## src/rtl/load_store_unit.sv

```systemverilog
// load_store_unit: data-memory access stage between the control unit and the
// data bus. Accepts single-cycle load/store requests, runs the read or write
// handshake, steers byte lanes and extends load data.
//
// Optional feature macro: LSU_MISALIGN_CHECK_EN
//   defined   : misaligned half/word accesses skip the bus and complete with
//               misaligned=1 (load_dout=0 for loads)
//   undefined : offending low address bits are ignored, misaligned stays 0
//
// Ports:
//   clk, rst (sync, active-low)
//   load_data, store_data      request pulses from the control unit
//   mem_addr, mem_size, mem_unsigned, store_din   request payload
//   data_valid, load_dout, misaligned             completion to control unit
//   dr_addr_valid/ready, dr_addr                  read address channel
//   dr_data_valid/ready, dr_data                  read data channel
//   dw_valid/ready, dw_addr, dw_data, dw_strobe   write request channel
//   dw_resp_valid/ready                           write response channel
module load_store_unit #(
  parameter int unsigned ADDR_WIDTH = 32
) (
  input  logic                  clk,
  input  logic                  rst,
  input  logic                  load_data,
  input  logic                  store_data,
  input  logic [ADDR_WIDTH-1:0] mem_addr,
  input  logic [1:0]            mem_size,
  input  logic                  mem_unsigned,
  input  logic [31:0]           store_din,
  output logic                  data_valid,
  output logic [31:0]           load_dout,
  output logic                  misaligned,
  output logic                  dr_addr_valid,
  input  logic                  dr_addr_ready,
  output logic [ADDR_WIDTH-1:0] dr_addr,
  input  logic                  dr_data_valid,
  output logic                  dr_data_ready,
  input  logic [31:0]           dr_data,
  output logic                  dw_valid,
  input  logic                  dw_ready,
  output logic [ADDR_WIDTH-1:0] dw_addr,
  output logic [31:0]           dw_data,
  output logic [3:0]            dw_strobe,
  input  logic                  dw_resp_valid,
  output logic                  dw_resp_ready
);

  localparam int unsigned DATA_WIDTH = 32;
  localparam int unsigned LANES      = DATA_WIDTH / 8;

  typedef enum logic [2:0] {
    IDLE, RD_ADDR, RD_DATA, WR_REQ, WR_RESP, DONE
  } state_t;

  state_t                state, state_nxt;
  logic [1:0]            addr_lo_q;
  logic [1:0]            size_q;
  logic                  unsigned_q;
  logic                  accept_c;
  logic                  misalign_c;
  logic [4:0]            shamt_c;
  logic [DATA_WIDTH-1:0] shifted_c;
  logic [DATA_WIDTH-1:0] ext_c;
  logic [DATA_WIDTH-1:0] wr_data_c;
  logic [LANES-1:0]      wr_strobe_c;

  assign accept_c = (state == IDLE) && (load_data || store_data);

  // Alignment check on the incoming request
  always_comb begin
    misalign_c = 1'b0;
`ifdef LSU_MISALIGN_CHECK_EN
    case (mem_size)
      2'b00:   misalign_c = 1'b0;
      2'b01:   misalign_c = mem_addr[0];
      default: misalign_c = |mem_addr[1:0];
    endcase
`endif
  end

  // Next-state logic
  always_comb begin
    state_nxt = state;
    case (state)
      IDLE: begin
        if (load_data || store_data) begin
          if (misalign_c)     state_nxt = DONE;
          else if (load_data) state_nxt = RD_ADDR;
          else                state_nxt = WR_REQ;
        end
      end
      RD_ADDR: if (dr_addr_ready) state_nxt = RD_DATA;
      RD_DATA: if (dr_data_valid) state_nxt = DONE;
      WR_REQ:  if (dw_ready)      state_nxt = WR_RESP;
      WR_RESP: if (dw_resp_valid) state_nxt = DONE;
      DONE:    state_nxt = IDLE;
      default: state_nxt = IDLE;
    endcase
  end

  // Load path: shift the addressed lane down, then extend; half/word ignore
  // the low bits that a misaligned access would otherwise select
  always_comb begin
    case (size_q)
      2'b00:   shamt_c = {addr_lo_q, 3'b000};
      2'b01:   shamt_c = {addr_lo_q[1], 4'b0000};
      default: shamt_c = 5'd0;
    endcase
    shifted_c = dr_data >> shamt_c;
    case (size_q)
      2'b00:   ext_c = unsigned_q ? {24'h0, shifted_c[7:0]}
                                  : {{24{shifted_c[7]}}, shifted_c[7:0]};
      2'b01:   ext_c = unsigned_q ? {16'h0, shifted_c[15:0]}
                                  : {{16{shifted_c[15]}}, shifted_c[15:0]};
      default: ext_c = shifted_c;
    endcase
  end

  // Store path: replicate data across lanes, strobe selects the live ones
  always_comb begin
    case (mem_size)
      2'b00: begin
        wr_data_c   = {4{store_din[7:0]}};
        wr_strobe_c = 4'b0001 << mem_addr[1:0];
      end
      2'b01: begin
        wr_data_c   = {2{store_din[15:0]}};
        wr_strobe_c = 4'b0011 << {mem_addr[1], 1'b0};
      end
      default: begin
        wr_data_c   = store_din;
        wr_strobe_c = 4'b1111;
      end
    endcase
  end

  // State register and captured request attributes
  always_ff @(posedge clk) begin
    if (!rst) begin
      state      <= IDLE;
      addr_lo_q  <= 2'b00;
      size_q     <= 2'b00;
      unsigned_q <= 1'b0;
    end else begin
      state <= state_nxt;
      if (accept_c) begin
        addr_lo_q  <= mem_addr[1:0];
        size_q     <= mem_size;
        unsigned_q <= mem_unsigned;
      end
    end
  end

  // Registered outputs; handshake flags follow the state being entered
  always_ff @(posedge clk) begin
    if (!rst) begin
      data_valid    <= 1'b0;
      misaligned    <= 1'b0;
      load_dout     <= '0;
      dr_addr_valid <= 1'b0;
      dr_addr       <= '0;
      dr_data_ready <= 1'b0;
      dw_valid      <= 1'b0;
      dw_addr       <= '0;
      dw_data       <= '0;
      dw_strobe     <= '0;
      dw_resp_ready <= 1'b0;
    end else begin
      dr_addr_valid <= (state_nxt == RD_ADDR);
      dr_data_ready <= (state_nxt == RD_DATA);
      dw_valid      <= (state_nxt == WR_REQ);
      dw_resp_ready <= (state_nxt == WR_RESP);
      data_valid    <= (state_nxt == DONE);
      misaligned    <= accept_c && misalign_c;
      if (accept_c && load_data && !misalign_c)
        dr_addr <= {mem_addr[ADDR_WIDTH-1:2], 2'b00};
      if (accept_c && !load_data && !misalign_c) begin
        dw_addr   <= {mem_addr[ADDR_WIDTH-1:2], 2'b00};
        dw_data   <= wr_data_c;
        dw_strobe <= wr_strobe_c;
      end
      if (state == RD_DATA && dr_data_valid)
        load_dout <= ext_c;
      else if (accept_c && load_data && misalign_c)
        load_dout <= '0;
    end
  end

endmodule
```

## config.mk

```make
export PLATFORM = sky130hd
export DESIGN_NAME = load_store_unit
export DESIGN_NICKNAME = d
export VERILOG_FILES = /design/src/rtl/load_store_unit.sv
export SDC_FILE = /design/constraint.sdc
export NUM_CORES = 1
export LEC_CHECK = 0
export BUFFER_PORTS_ARGS = -buffer_cell sky130_fd_sc_hd__buf_2
export CAP_MARGIN = 20
export CORE_MARGIN = 5
export CORE_UTILIZATION = 50
export CTS_CLUSTER_SIZE = 20
export DETAILED_ROUTE_END_ITERATION = 16
export GPL_ROUTABILITY_DRIVEN = 1
export GPL_TIMING_DRIVEN = 0
export PLACE_DENSITY = 0.83
export SLEW_MARGIN = 30
export SYNTH_ARGS = -nofsm -noshare
export SYNTH_HDL_FRONTEND = slang
export SYNTH_SLANG_ARGS = --single-unit
```

## constraint.sdc

```tcl
create_clock -name clk -period 2.4 [get_ports clk]
set_input_delay 0.12 -clock clk [delete_from_list [all_inputs] [get_ports clk]]
set_output_delay 0.12 -clock clk [all_outputs]
set_load 0.02 [all_outputs]
```

==> results.cfg, run 1 <==
[clocking]
cts.htree.levels = 4
clockBufferDepth = 2
numCtsBuffers = 17
cts.sinks = 141
root_buffer = clkbuf_16
insertion_delay_ps = 410
cts_tree = built
postCtsSetupBuffers = 0
clkTransAtPathRegs_ps = 60

[drt]
first_pass_iters = 6
wl_per_cell_um = 16.5
drc_errors = 0
ant_nets = 0
wirelength_um = 19900
avgViaCountPerCell = 5.40
drtIter0Drc = 634
vias = 6481

[timing]
tightest_slew_ps = 670
hold_violations = 0
min_period_over_period_pct = 83.3
rsz0062_at_grt = false
max_slew_margin_pct = 55.4
post-route-min-period_ps = 2000
fin_ws_ps = 402
fin_skew_ps = 7.53
fmax_mhz = 500
tns_ps = 0
setup_viol = 0
drv_slew = 0

[critical_path]
cp_top_family = compound AO/OA/AOI/OAI gates
cp-start-kind = register
arrival_ps = 2290
end_kind = register
cpMaxStageDelayCell = a41oi_2
max_stage_delay_ps = 460
path_max_fanout = 10
criticalPathCategory = register to register
crit_chain = buf_2 -> nand2b_1 -> nor2_2 -> a21oi_1 -> a41oi_2 -> buf_2 -> nor2_1
cp_num_buf_inv = 2
critical_path_required_ps = 2690
cpMostUsedCell = buf_2

[worst_hold_path]
min_path_type = input port to register

[yosys]
synthFlopType = dfxtp_1
syn-cell-area_um2 = 5800
synth_edf_count = 0
ys_types = 36
synth_warnings = 0
yosysSeqAreaShare_pct = 48.7
async_flop_share_pct = 0
ys_ff_latch = 141
syn_inst = 739
syn_area_per_cell_um2 = 7.85

[finish]
layoutNonFillerInstCount = 1200
area_delta_synth_final_pct = 41.2
fill_cells = 921
drive_gt1_share_pct = 28.3
final_nets = 1148

[flow_run]
drv_cap = 0

[placement]
gp_congestion = 0.902
dp_cells = 1124
preCtsSetupSlack_ps = 464
portBuffers = 238
place_hpwl_um = 14300

[power]
vdd_ir_drop_max_mv = 0.558
leakage_nw = 3.75
powerDensity_nw_per_um2 = 816

[global_routing]
grt_overflow_total = 0
antenna_found_initial = 4
grt_first_pass_wirelength_um = 31700
grt.total_usage_pct = 27.9
grt_pass1_vias = 6309
grt_max_degree = 17

[die]
fp.coreArea_um2 = 11400
initial_core_util_pct = 51.0
die_w_um = 118
io_pins = 245
num_rows = 39
dieArea_um2 = 13800
die_h_um = 118

[outcome]
outcome = finished clean
-- report_power, final --
part / leakage (nW) / internal (W) / switching [W]
logic: 2.32 / 0.000515 / 0.000923
clock network: 0.278 / 0.00161 / 0.000983
registers: 1.15 / 0.00254 / 0.000106
total: 3.75 / 0.00467 / 0.00201
-- cell usage after synthesis, types with 2 or more instances --
cell type  number  area [um2]
nand2_1       211         792
dfxtp_1       141        2820
a21oi_1        98         490
nor2_1         50         188
o21ai_0        49         245
clkbuf_1       37         139
mux2i_1        21         210
nand3b_1       19         143
buf_2          18        90.1
inv_1          14        52.6
a211oi_1       10        75.1
a22oi_1         8        60.1
a311oi_1        8        70.1
o22ai_1         8        50.1
a32o_1          7        70.1
nand2b_1        7        43.8
nor3_1          7        35.0
buf_4           5        37.5
and2_1          2        12.5
and3_1          2        12.5
nor4_1          2        12.5
-- cells by family after synthesis --
family / after synthesis / share of synthesized area (%)
AO/OA/AOI/OAI: 194 / 19.5
buffers and inverters: 76 / 5.63
flip-flops: 141 / 48.7
multiplexers: 23 / 4.21
other: 1 / 0.0647
AND/OR/NAND/NOR: 304 / 21.9
-- layout by cell type (no fill, tap or decap), types with 10 or more instances in the layout --
cell | Yosys | final
mux2i_1 | 21 | 21
a211oi_1 | 10 | 10
dfxtp_1 | 141 | 141
nand3b_1 | 19 | 19
nand2_1 | 211 | 211
buf_2 | 18 | 256
a21oi_1 | 98 | 98
inv_1 | 14 | 14
nor2_1 | 50 | 50
clkbuf_16 | 0 | 17
dlygate4sd3_1 | 0 | 41
o21ai_0 | 49 | 49
clkbuf_1 | 37 | 39
-- state kept, by name (all words and copies together) (netlist names), 2 cells and up --
signal and count:
addr_lo_q 2, dw_data 32, dw_addr 30, load_dout 32, dw_strobe 4, dr_addr 30
size_q 2, state 3
-- worst paths after layout --
path	startpoint	to	slack (ps)	depth (start not counted)
setup reg to reg	state[0]	load_dout[21]	400	7
hold / removal	mem_addr[1]	addr_lo_q[1]	10	3
setup / recovery	state[0]	load_dout[21]	400	7
hold reg to reg	dw_addr[31]	dw_addr[31]	450	2
-- area by class of cell --
cell class | instances | area [um2] | share of cell area, %
antenna | 3 | 7.51 | 0.0917
buffer | 61 | 270 | 3.30
clock buffer | 22 | 474 | 5.79
clock inverter | 10 | 114 | 1.39
inverter | 15 | 56.3 | 0.688
multi-input combinational | 526 | 2660 | 32.5
sequential | 141 | 2820 | 34.5
tap | 143 | 179 | 2.18
timing repair buffer | 279 | 1600 | 19.6
-- what timing repair did --
action / in CTS / in global routing
hold endpoints to repair: 71 / 0
gates resized for setup: 0 / 0
hold buffers: 41 / 0
setup endpoints to repair: 0 / 0
-- metal layers --
layer  vias to the layer above  part of all wire, %  routed length [um]  track usage, %
met5                         -                0.045                   9               0
met2                       379                   48                9580            46.4
met1                      2944                   38                7460            32.8
met3                        65                  9.8                1950            8.51
li1                       3091                    -                   -               -
met4                         2                  4.3                 852            13.0
-- worst min-delay path, delay by kind of cell --
| family | cells | cell delay, ps |
|---|---|---|
| AND/OR/NAND/NOR | 1 | 80 |
| multiplexers | 1 | 70 |
| buffers and inverters | 1 | 120 |
-- through the flow --
stage	instance area [um2]	hold slack [ps]	util, %	power, W
after floorplan	5810	256	-	0.00355
final	8190	14.4	72.0	0.00668
after global placement	7180	374	63.2	0.00403
after detailed placement	7180	378	63.2	0.00405
after global routing	8190	23.3	72.0	0.00697
after CTS	8180	0.340	72.0	0.00667
Note: power is estimated with default switching activity, not from simulation.
==> run 2: changes to the inputs <==
--- a/config.mk
+++ b/config.mk
@@ -8,12 +8,12 @@
 export BUFFER_PORTS_ARGS = -buffer_cell sky130_fd_sc_hd__buf_2
 export CAP_MARGIN = 20
 export CORE_MARGIN = 5
-export CORE_UTILIZATION = 50
+export CORE_UTILIZATION = 48
 export CTS_CLUSTER_SIZE = 20
 export DETAILED_ROUTE_END_ITERATION = 16
 export GPL_ROUTABILITY_DRIVEN = 1
 export GPL_TIMING_DRIVEN = 0
-export PLACE_DENSITY = 0.83
+export PLACE_DENSITY = 0.8
 export SLEW_MARGIN = 30
 export SYNTH_ARGS = -nofsm -noshare
 export SYNTH_HDL_FRONTEND = slang
==> constraint.sdc (replaced) <==
create_clock -name clk -period 1.96 [get_ports clk]
set_input_delay 0.098 -clock clk [delete_from_list [all_inputs] [get_ports clk]]
set_output_delay 0.098 -clock clk [all_outputs]
set_load 0.02 [all_outputs]
==> results.cfg, run 2 (synthesis results as in run 1) <==
[die]
num_rows = 40
fp.coreArea_um2 = 11900
die_h_um = 120
io_pins = 245
dieArea_um2 = 14400
initial_core_util_pct = 48.7
die_w_um = 120

[drt]
wl_per_cell_um = 16.9
first_pass_iters = 6
drc_errors = 0
wirelength_um = 20400
vias = 6491
avgViaCountPerCell = 5.36
ant_nets = 0
drtIter0Drc = 588

[timing]
fmax_mhz = 551
setup_viol = 0
tns_ps = 0
drv_slew = 0
tightest_slew_ps = 660
max_slew_margin_pct = 56.0
hold_violations = 0
rsz0062_at_grt = false
min_period_over_period_pct = 92.5
fin_skew_ps = 7.24
post-route-min-period_ps = 1810

[finish]
reg_top3 = dw_data: 32 flops, load_dout: 32 flops
final_nets = 1155
layoutNonFillerInstCount = 1210
final_common_cell = buf_2
drive_gt1_share_pct = 28.4
fill_cells = 970
final_cell_mix = buf_2 (256), nand2_1 (211), dfxtp_1 (141), a21oi_1 (98), nor2_1 (50)
area_delta_synth_final_pct = 43.7

[power]
power.internal_w = 0.00592
swShare_pct = 29.6
vdd_ir_drop_max_mv = 0.774
clock_power_share_pct = 39.9
seqPwrFrac_pct = 38.6
power.total_w = 0.00841
p_switching_w = 0.00249
comb_power_share_pct = 21.4
powerDensity_nw_per_um2 = 1010
leakage_nw = 3.81

[placement]
gp_congestion = 0.936
place_hpwl_um = 14600
dp_cells = 1128
portBuffers = 238

[clocking]
cts_tree = built
cts.htree.levels = 4
clkTransAtPathRegs_ps = 60
numCtsBuffers = 17
insertion_delay_ps = 420
root_buffer = clkbuf_16
cts.sinks = 141
clockBufferDepth = 2

[critical_path]
path_max_fanout = 10
reg2reg_depth = 7
cpMostUsedCell = buf_2
arrival_ps = 2150
cpMaxStageDelayCell = dfxtp_1
crit_chain = buf_2 -> nor2_4 -> and2_1 -> buf_2 -> nand2_1 -> a32o_1 -> o22ai_1
max_stage_delay_ps = 320
cp-start-kind = register
critical_path_required_ps = 2300
criticalPathCategory = register to register
end_kind = register

[worst_hold_path]
min_path_cells = 3
min_path_type = input port to register

[global_routing]
grt_overflow_total = 0
grt.total_usage_pct = 28.2
grt_pass1_vias = 6424
grt_max_degree = 17
grt_first_pass_wirelength_um = 32300
antenna_found_initial = 1

[outcome]
outcome = finished clean

[flow_run]
drv_cap = 0
[run 2: metrics by stage]
step | setup WS (ps) | hold WS [ps] | instance area, um2 | util [%]
2_1_floorplan | 384 | 234 | 5810 | -
3_5_place_dp | 33.8 | 357 | 7190 | 60.3
3_3_place_gp | 26.0 | 352 | 7190 | 60.3
5_1_grt | 34.0 | 28.6 | 8330 | 69.9
6_report | 146 | 20.3 | 8330 | 69.9
4_1_cts | 21.3 | 10.9 | 8290 | 69.6
[run 2: layer usage]
metal	GRT usage, %	routed length (um)
met4	14.5	1080
met5	0	0
met3	9.19	1850
met2	46.2	9520
met1	33.0	8010
[run 2: layout make-up]
| class | instances | area, um2 | share of cell area [%] |
|---|---|---|---|
| flip-flops and latches | 141 | 2820 | 33.9 |
| multi-input cells | 526 | 2700 | 32.4 |
| repair buffers | 287 | 1680 | 20.2 |
| clock buffers | 21 | 450 | 5.41 |
| plain buffers | 60 | 268 | 3.21 |
| well taps | 147 | 184 | 2.21 |
| clock inverters | 11 | 166 | 2.00 |
| inverters | 15 | 56.3 | 0.676 |
| diodes | 2 | 5.00 | 0.0601 |
[run 2: final timing paths]
path / startpoint / to / slack, ps
setup / recovery: size_q[1] / load_dout[2] / 150
hold / removal: store_din[18] / dw_data[18] / 20
setup reg to reg: size_q[1] / load_dout[2] / 150
hold reg to reg: dw_addr[8] / dw_addr[8] / 450
[run 2: critical path: cells and delay by family (launching register included)]
family	cells	cell delay [ps]
buffers and inverters	2	420
AO/OA/AOI/OAI	2	450
AND/OR/NAND/NOR	3	550
flip-flops	1	320
[run 2: power groups by stage]
stage | Clock, W | Sequential, W | Combinational [W]
3_5_place_dp | 0 | 0.00330 | 0.00168
3_3_place_gp | 0 | 0.00329 | 0.00166
4_1_cts | 0.00339 | 0.00324 | 0.00176
6_report | 0.00336 | 0.00325 | 0.00180
2_1_floorplan | 0 | 0.00356 | 0.000786
5_1_grt | 0.00352 | 0.00327 | 0.00197
[run 2: what timing repair did]
action / 4_1_cts / 5_1_grt
hold buffers: 48 / 0
endpoints found under the hold margin: 78 / 0
gates resized for setup: 0 / 6
endpoints found under the setup margin: 0 / 42
buffers inserted: 0 / 1
==> run 3: changes to the inputs <==
==> constraint.sdc (replaced) <==
create_clock -name clk -period 1.8 [get_ports clk]
set_input_delay 0.09 -clock clk [delete_from_list [all_inputs] [get_ports clk]]
set_output_delay 0.09 -clock clk [all_outputs]
set_load 0.02 [all_outputs]
==> results.cfg, run 3 (synthesis results as in run 1) <==
[outcome]
outcome = finished clean

[power]
leakage_nw = 3.84
powerDensity_nw_per_um2 = 1100
swShare_pct = 29.7
comb_power_share_pct = 21.7
clock_power_share_pct = 39.9
vdd_ir_drop_max_mv = 0.846
p_switching_w = 0.00273
power.internal_w = 0.00647
power.total_w = 0.00920
seqPwrFrac_pct = 38.5

[clocking]
clkTransAtPathRegs_ps = 60
numCtsBuffers = 17
cts.sinks = 141
insertion_delay_ps = 420
cts_tree = built
root_buffer = clkbuf_16
clockBufferDepth = 2
cts.htree.levels = 4

[drt]
wirelength_um = 20600
wl_per_cell_um = 17.0
avgViaCountPerCell = 5.37
vias = 6506
drtIter0Drc = 615
drc_errors = 0
ant_nets = 0
first_pass_iters = 6

[timing]
fin_ws_ps = 94.2
fin_skew_ps = 11.4
post-route-min-period_ps = 1710
rsz0062_at_grt = true
max_slew_margin_pct = 55.6
drv_slew = 0
tightest_slew_ps = 665
fmax_mhz = 586
min_period_over_period_pct = 94.8
setup_viol = 0
hold_violations = 0

[finish]
utilization_pct = 70.3
final_common_cell = buf_2
area_delta_synth_final_pct = 44.5
fill_cells = 965
drive_gt1_share_pct = 29.4
stdcell_area_um2 = 8380
final_nets = 1157
reg_top3 = dw_data: 32 flops, load_dout: 32 flops
final_cell_mix = buf_2 (251), nand2_1 (211), dfxtp_1 (141), a21oi_1 (98), nor2_1 (50)

[placement]
portBuffers = 238
place_hpwl_um = 14600
dpl_cell_area_um2 = 7190
preCtsSetupSlack_ps = -126
gp_congestion = 0.936

[worst_hold_path]
min_from = store_din[18]
min_path_type = input port to register
whs_endpoint = dw_data[18]
min_path_cells = 3

[die]
num_rows = 40
io_pins = 245
die_w_um = 120
initial_core_util_pct = 48.7
dieArea_um2 = 14400
die_h_um = 120
fp.coreArea_um2 = 11900

[global_routing]
antenna_found_initial = 1
grt_max_degree = 20
grt_first_pass_wirelength_um = 32400
grt.total_usage_pct = 28.2
grt_pass1_vias = 6427
grt_overflow_total = 0

[critical_path]
rrSetupSlack_ps = 90
arrival_ps = 2010
rr_startpoint = size_q[0]
cp-start-kind = register
path_max_fanout = 10
criticalPathCategory = register to register
end_kind = register
critical_path_required_ps = 2110
reg2reg_depth = 6
r2r-end = load_dout[24]

[flow_run]
drv_cap = 0
==> run 3: changes by cell type in the layout (fill, tap and decap cells not counted), moves of 2 or more <==
cell      delta
buf_2        -5
clkbuf_1     -5
clkbuf_2     +5
clkbuf_4     +5
buf_4        +2
==> run 3: worst max-delay path by stage <==
stage	startpoint	to	slack, ps	cells past startpoint
final	size_q[0]	load_dout[24]	90	6
after global routing	state[1]	load_dout[7]	-30	6
after CTS	size_q[1]	load_dout[2]	10	7
after detailed placement	state[0]	load_dout[24]	-130	7
after global placement	state[0]	load_dout[23]	-130	7
after floorplan	size_q[0]	load_dout[21]	220	6
==> run 3: power by group through the flow <==
stage                     Sequential (W)  Combinational [W]  Clock [W]
final                            0.00354            0.00199    0.00367
after global routing             0.00356            0.00217    0.00383
after CTS                        0.00353            0.00194    0.00369
after detailed placement         0.00359            0.00182          0
after global placement           0.00358            0.00181          0
after floorplan                  0.00388           0.000855          0
==> run 3: repair_timing <==
action	CTS	global route
gates resized for setup	5	20
endpoints found under the hold margin	78	0
hold buffers	48	0
pin swaps	0	2
setup endpoints to repair	38	43
setup buffers	1	2
==> run 3: routing by layer <==
layer	part of all wire, %	GRT usage, %	vias to the layer above	routed length (um)
met2	47	45.9	362	9720
met4	4.7	14.5	0	968
li1	-	-	3114	-
met1	38	33.1	2952	7910
met5	0	0	-	0
met3	9.5	9.38	78	1960
==> run 3: area by class of cell <==
class	instances	area [um2]	area share, %
well taps	147	184	2.20
plain buffers	60	287	3.42
clock buffers	21	450	5.38
inverters	15	56.3	0.672
flip-flops and latches	141	2820	33.7
clock inverters	11	166	1.99
diodes	2	5.00	0.0597
multi-input cells	526	2710	32.4
repair buffers	289	1690	20.2
==> run 3: worst max-delay path, cell delays in order, from the launching register on <==
cell and delay [ps]:
dfxtp_1 420, nand2b_1 180, mux2i_1 220, o221ai_2 190, a41oi_4 290, clkbuf_4 240, nor2_1 60
==> run 3: per-stage QoR <==
| stage | hold WS, ps | std cells | TNS [ps] |
|---|---|---|---|
| 2_1_floorplan | 226 | 743 | 0 |
| 3_3_place_gp | 344 | 1128 | -2430 |
| 3_5_place_dp | 349 | 1128 | -2650 |
| 4_1_cts | 2.86 | 1208 | 0 |
| 5_1_grt | 22.1 | 1211 | -95.3 |
| 6_report | 14.7 | 1212 | 0 |
